### src/rtl/uart_tx_fifo_module.sv
// uart_tx_fifo_module: buffered RS232 transmitter. Each frame is a start bit, DATA_BITS sent LSB first,
// an optional parity bit and 1 or 2 stop bits. Frames from the FIFO are sent back-to-back.
// Optional feature: define UART_TX_CTS_EN to add the CTS_N clear-to-send input.

// uart_tx_fifo_buf: circular FIFO with occupancy count and a combinational head read.
// Latency: a push is visible at the head one cycle later; a pop takes effect at the next edge.
// Backpressure: push_rdy is low when full and a push is then ignored; pop_rdy is honoured only when pop_vld is high.
module uart_tx_fifo_buf #(
    parameter int WIDTH = 8,
    parameter int DEPTH = 16
) (
    input  logic                      clk,
    input  logic                      rst,
    input  logic                      push_vld,
    input  logic [WIDTH-1:0]          push_dat,
    output logic                      push_rdy,
    input  logic                      pop_rdy,
    output logic                      pop_vld,
    output logic [WIDTH-1:0]          pop_dat,
    output logic [$clog2(DEPTH):0]    level
);
    localparam int AW = $clog2(DEPTH);
    localparam int CW = AW + 1;

    logic [WIDTH-1:0] mem [DEPTH];
    logic [AW-1:0]    wr_ptr;
    logic [AW-1:0]    rd_ptr;
    logic [CW-1:0]    count;
    logic             do_push;
    logic             do_pop;

    assign push_rdy = (count != CW'(DEPTH));
    assign pop_vld  = (count != '0);
    assign do_push  = push_vld & push_rdy;
    assign do_pop   = pop_rdy & pop_vld;
    assign pop_dat  = mem[rd_ptr];
    assign level    = count;

    // Storage needs no reset: count decides which entries are valid.
    always_ff @(posedge clk) begin
        if (do_push) begin
            mem[wr_ptr] <= push_dat;
        end
    end

    // Pointers wrap naturally because DEPTH is a power of two; push and pop together leave count unchanged.
    always_ff @(posedge clk) begin
        if (rst) begin
            wr_ptr <= '0;
            rd_ptr <= '0;
            count  <= '0;
        end else begin
            if (do_push) wr_ptr <= wr_ptr + AW'(1);
            if (do_pop)  rd_ptr <= rd_ptr + AW'(1);
            case ({do_push, do_pop})
                2'b10:   count <= count + CW'(1);
                2'b01:   count <= count - CW'(1);
                default: count <= count;
            endcase
        end
    end
endmodule

// uart_tx_fifo_module: queues TX_Data and serialises it on TX_Pin_Out (line idles high).
// Latency: a push at cycle N into an idle block pops at N+1 and drives the start bit at N+2.
// Backpressure: TX_Ready low when the FIFO is full; writes while full are dropped and set sticky TX_Overflow.
module uart_tx_fifo_module #(
    parameter int CLKS_PER_BIT = 434,
    parameter int DATA_BITS    = 8,
    parameter int PARITY_MODE  = 0,
    parameter int STOP_BITS    = 1,
    parameter int FIFO_DEPTH   = 16
) (
    input  logic                          CLK,
    input  logic                          RST,
`ifdef UART_TX_CTS_EN
    input  logic                          CTS_N,
`endif
    input  logic                          TX_En_Sig,
    input  logic [DATA_BITS-1:0]          TX_Data,
    output logic                          TX_Ready,
    output logic                          TX_Busy,
    output logic                          TX_Done_Sig,
    output logic                          TX_Overflow,
    output logic [$clog2(FIFO_DEPTH):0]   FIFO_Level,
    output logic                          TX_Pin_Out
);
    localparam int CNT_W = $clog2(CLKS_PER_BIT);
    localparam logic [CNT_W-1:0] CNT_MAX   = CNT_W'(CLKS_PER_BIT - 1);
    localparam logic [2:0]       DATA_LAST = 3'(DATA_BITS - 1);
    localparam logic [2:0]       STOP_LAST = 3'(STOP_BITS - 1);

    typedef enum logic [2:0] {
        ST_IDLE,
        ST_START,
        ST_DATA,
        ST_PARITY,
        ST_STOP
    } state_t;

    state_t                 state_q,  state_nxt;
    logic [CNT_W-1:0]       cnt_q,    cnt_nxt;
    logic [2:0]             bit_q,    bit_nxt;
    logic [DATA_BITS-1:0]   shreg_q,  shreg_nxt;
    logic                   par_q,    par_nxt;
    logic                   boundary;
    logic                   done_c;
    logic                   fifo_pop;
    logic                   fifo_vld;
    logic                   fifo_rdy;
    logic [DATA_BITS-1:0]   fifo_dat;
    logic                   start_ok;
    logic                   overflow_q;

    uart_tx_fifo_buf #(
        .WIDTH (DATA_BITS),
        .DEPTH (FIFO_DEPTH)
    ) u_fifo (
        .clk      (CLK),
        .rst      (RST),
        .push_vld (TX_En_Sig),
        .push_dat (TX_Data),
        .push_rdy (fifo_rdy),
        .pop_rdy  (fifo_pop),
        .pop_vld  (fifo_vld),
        .pop_dat  (fifo_dat),
        .level    (FIFO_Level)
    );

`ifdef UART_TX_CTS_EN
    logic [1:0] cts_sync;

    // Two-flop synchroniser; resets to "not clear" so nothing is sent before CTS is actually seen.
    always_ff @(posedge CLK) begin
        if (RST) cts_sync <= 2'b11;
        else     cts_sync <= {cts_sync[0], CTS_N};
    end

    // CTS only gates the start of a frame; a frame already on the line always completes.
    assign start_ok = fifo_vld & ~cts_sync[1];
`else
    assign start_ok = fifo_vld;
`endif

    // Sticky overflow: any write attempt while the FIFO is full.
    always_ff @(posedge CLK) begin
        if (RST)                       overflow_q <= 1'b0;
        else if (TX_En_Sig & ~fifo_rdy) overflow_q <= 1'b1;
    end

    // Frame sequencer state register.
    always_ff @(posedge CLK) begin
        if (RST) begin
            state_q <= ST_IDLE;
            cnt_q   <= '0;
            bit_q   <= '0;
            shreg_q <= '0;
            par_q   <= 1'b0;
        end else begin
            state_q <= state_nxt;
            cnt_q   <= cnt_nxt;
            bit_q   <= bit_nxt;
            shreg_q <= shreg_nxt;
            par_q   <= par_nxt;
        end
    end

    // Next-state: the baud counter free-runs while framing; the head is popped in IDLE or on the last stop cycle.
    always_comb begin
        state_nxt = state_q;
        cnt_nxt   = cnt_q;
        bit_nxt   = bit_q;
        shreg_nxt = shreg_q;
        par_nxt   = par_q;
        fifo_pop  = 1'b0;
        done_c    = 1'b0;
        boundary  = (cnt_q == CNT_MAX);

        if (state_q != ST_IDLE) begin
            cnt_nxt = boundary ? '0 : cnt_q + CNT_W'(1);
        end

        case (state_q)
            ST_IDLE: begin
                cnt_nxt = '0;
                if (start_ok) begin
                    fifo_pop  = 1'b1;
                    shreg_nxt = fifo_dat;
                    par_nxt   = (PARITY_MODE == 1) ? ~(^fifo_dat) : ^fifo_dat;
                    state_nxt = ST_START;
                end
            end
            ST_START: begin
                if (boundary) begin
                    bit_nxt   = '0;
                    state_nxt = ST_DATA;
                end
            end
            ST_DATA: begin
                if (boundary) begin
                    shreg_nxt = shreg_q >> 1;
                    if (bit_q == DATA_LAST) begin
                        bit_nxt   = '0;
                        state_nxt = (PARITY_MODE != 0) ? ST_PARITY : ST_STOP;
                    end else begin
                        bit_nxt = bit_q + 3'd1;
                    end
                end
            end
            ST_PARITY: begin
                if (boundary) begin
                    bit_nxt   = '0;
                    state_nxt = ST_STOP;
                end
            end
            ST_STOP: begin
                if (boundary) begin
                    if (bit_q == STOP_LAST) begin
                        done_c  = 1'b1;
                        bit_nxt = '0;
                        if (start_ok) begin
                            // Zero-gap chaining straight into the next start bit.
                            fifo_pop  = 1'b1;
                            shreg_nxt = fifo_dat;
                            par_nxt   = (PARITY_MODE == 1) ? ~(^fifo_dat) : ^fifo_dat;
                            state_nxt = ST_START;
                        end else begin
                            state_nxt = ST_IDLE;
                        end
                    end else begin
                        bit_nxt = bit_q + 3'd1;
                    end
                end
            end
            default: state_nxt = ST_IDLE;
        endcase
    end

    // Line level is a pure function of registered state, so it is glitch-free.
    always_comb begin
        TX_Pin_Out = 1'b1;
        case (state_q)
            ST_START:  TX_Pin_Out = 1'b0;
            ST_DATA:   TX_Pin_Out = shreg_q[0];
            ST_PARITY: TX_Pin_Out = par_q;
            default:   TX_Pin_Out = 1'b1;
        endcase
    end

    assign TX_Ready    = fifo_rdy;
    assign TX_Busy     = (state_q != ST_IDLE) | fifo_vld;
    assign TX_Done_Sig = done_c;
    assign TX_Overflow = overflow_q;
endmodule

### config.mk
export PLATFORM = sky130hd
export DESIGN_NAME = uart_tx_fifo_module
export DESIGN_NICKNAME = d
export VERILOG_FILES = /design/src/rtl/uart_tx_fifo_module.sv
export SDC_FILE = /design/constraint.sdc
export NUM_CORES = 1
export LEC_CHECK = 0
export ABC_AREA = 0
export CAP_MARGIN = 20
export CORE_MARGIN = 8
export CORE_UTILIZATION = 40
export CTS_BUF_LIST = sky130_fd_sc_hd__clkbuf_2
export DETAILED_ROUTE_END_ITERATION = 16
export SYNTH_ARGS = -nofsm -noshare
export SYNTH_HDL_FRONTEND = slang
export SYNTH_SLANG_ARGS = --single-unit
### constraint.sdc
create_clock -name CLK -period 7.65 [get_ports CLK]
set_input_delay 0.765 -clock CLK [delete_from_list [all_inputs] [get_ports CLK]]
set_output_delay 0.765 -clock CLK [all_outputs]
set_load 0.02 [all_outputs]
==> impl_metrics.yaml <==
status:
  outcome: "complete, no violations"
hold_path:
  hold_path.class: "register to register"
sta:
  layout_min_cycle_time_ns: 3.59
  fin_worst_skew_ns: 0.0467
  fin_tns_setup_ns: 0
  rsz0062_at_grt: "no"
  setup_viol: 0
  fmax_mhz: 279
  layout_setup_ws_ns: 4.06
  tightest_slew_ns: 1.02
  finalHoldViolCount: 0
  slew_viol_final: 0
  slew_headroom_pct: 31.7
  post-route-period-util_pct: 46.9
power:
  leakagePower_uw: 0.00250
  ir_worst_vdd_v: 0.000166
  p_per_area_nw_per_um2: 301
clock_tree:
  clock-root-buffer: "clkbuf_2"
  cts_max_level: 4
  cts-resized-gates: 0
  clock_latency_ns: 0.73
  clk_path_buf_depth: 2
  cts_sinks: 170
  cts.reportedPaths.clkPinSlew_ns: 0.26
  cts_tree: "done"
  holdBufCountCts: 0
  cts_setup_buffers: 0
  cts_buffers: 17
layout:
  fill_cells: 1522
  layout_commonest_cell: "edfxtp_1"
  regArea_um2: 4690
  syn_to_final_growth_pct: 9.52
  final_cell_mix: "edfxtp_1 (128), nor2_1 (55), dfxtp_1 (40), nand2_1 (31), mux4_2 (22)"
  fin_util_pct: 44.7
  drive_gt1_share_pct: 12.7
  nets: 514
  multiInputGateArea_um2: 2190
synthesis:
  synth_nets: 494
  synth_seq_cells: 170
  yosysWarnings: 0
  ys_seq_area_share_pct: 66.6
  synth_area_per_cell_um2: 15.0
  ys_types: 35
  netlist_area_um2: 7030
  syn_inst: 469
critical_path:
  setup.worst_path.start_class: "register"
  crit_fanout: 10
  crit_required_ns: 8.34
  cp-end-kind: "register"
  crit_type: "register to register"
  critical_path_arrival_ns: 4.27
drt:
  ant_nets: 0
  routedWlPerCell_um: 18.4
  first_iter_violations: 291
  drc: 0
  via_per_inst: 5.24
  drt-pass1-iter-count: 5
  drt_wl_total_mm: 13.4
  via_count: 3818
global_routing:
  grt_max_degree: 33
  grt_pass1_wl_mm: 20.6
  track_usage_pct: 12.5
  grt-ovfl-total: 0
  antenna_found_initial: 1
  first_global_vias: 3694
floorplanning:
  die_h_um: 149
  core_um2: 17200
  die_area_um2: 22100
  dieWidth_um: 149
  rows: 48
  start_util_pct: 40.8
  num_io_pins: 21
placement:
  numPortBuffers: 20
  dp_hpwl_mm: 8.36
  gp_congestion: 0.779
  pre_cts_slack_ns: 4.12
run:
  max_cap_viol_count: 0
==> cell usage after synthesis (all sizes together) <==
cell,n,share of area [%]
nor4,1,0.089
nand2b,4,0.36
nand2,31,1.7
mux2i,10,1.4
a21o,1,0.11
and2,3,0.27
o21ai,11,0.78
nand3,8,0.57
clkbuf,11,0.59
nor2,55,2.9
nor2b,7,0.62
dfxtp,42,12
inv,9,0.48
a211oi,9,0.96
o21a,1,0.11
and3,2,0.18
nor3,10,0.78
or3,4,0.36
o22ai,1,0.089
buf,13,1.2
ha,14,2.5
edfxtp,128,55
a22oi,17,1.8
a31oi,2,0.18
nand4,4,0.36
mux4,32,11
xnor2,12,1.5
nand3b,1,0.11
xor2,12,1.5
a21oi,13,0.93
and4bb,1,0.18
==> kinds of logic (layout without fill, tap and decap cells) <==
kind of cell | after synthesis | count (layout) | synth area share [%]
adders and majority gates | 14 | 14 | 2.49
buffers and inverters | 33 | 66 | 2.28
AOI/OAI and AO/OA | 55 | 55 | 4.96
and+or+nand+nor | 131 | 131 | 8.45
xor gates and xnor gates | 24 | 24 | 2.99
muxes | 42 | 42 | 12.2
DFF | 170 | 170 | 66.6
other | 0 | 1 | 0
==> where the power goes <==
| part | internal, uW | switching (uW) |
|---|---|---|
| registers | 1060 | 51.7 |
| logic | 310 | 385 |
| clock network | 170 | 342 |
| total | 1540 | 780 |
==> cell type report <==
| class | instances | area share [%] |
|---|---|---|
| diodes | 1 | 0.0325 |
| well taps | 225 | 3.66 |
| multi-input cells | 266 | 28.5 |
| flip-flops and latches | 170 | 60.9 |
| clock buffers | 18 | 1.17 |
| repair buffers | 25 | 3.09 |
| clock inverters | 14 | 2.29 |
| inverters | 9 | 0.439 |
==> critical path, stage by stage, from the launching register on <==
cell,delay [ns]
dfxtp_1,0.39
inv_1,0.10
ha_1,0.16
nor2b_1,0.25
nand4_1,0.15
a21o_1,0.22
nor3_2,0.47
ha_1,0.47
xor2_1,0.19
ha_1,0.20
o21ai_0,0.09
a21oi_1,0.17
a21oi_1,0.09
xor2_1,0.14
or3_1,0.31
a21oi_1,0.14
==> flip-flops by register name (all words and copies together), names as in the netlist, named ones only <==
signal,count
u_fifo.wr_ptr,4
u_fifo.mem,128
TX_Overflow,1
shreg_q,8
state_q,3
bit_q,3
cnt_q,9
par_q,1
u_fifo.rd_ptr,4
u_fifo.level,5
==> layer usage <==
layer	vias to the layer above	routed length (um)	track usage, %
met5	-	0	0
met4	0	116	4.08
met2	82	6510	20.2
met3	12	649	3.59
li1	1821	-	-
met1	1903	6090	15.8
==> stage by stage <==
step	total power [uW]	hold WS, ns	cell area (um2)	cells
global route	2450	0.525	7700	728
global placement	1820	0.448	7430	695
finish	2320	0.499	7700	728
detailed placement	1830	0.459	7430	695
floorplan	1660	0.433	7030	469
CTS	2350	0.501	7700	727
==> path summary, 6_finish.rpt <==
kind	startpoint	to	slack, ns	cells after the start
hold reg to reg	cnt_q[0]$_SDFFE_PP0P_	cnt_q[0]$_SDFFE_PP0P_	0.50	1
hold / removal	cnt_q[0]$_SDFFE_PP0P_	cnt_q[0]$_SDFFE_PP0P_	0.50	1
setup reg to reg	bit_q[0]$_SDFFE_PP0P_	u_fifo.level[4]$_SDFFE_PP0P_	4.06	15
setup / recovery	bit_q[0]$_SDFFE_PP0P_	u_fifo.level[4]$_SDFFE_PP0P_	4.06	15
Power figures use the tool's default switching activity.
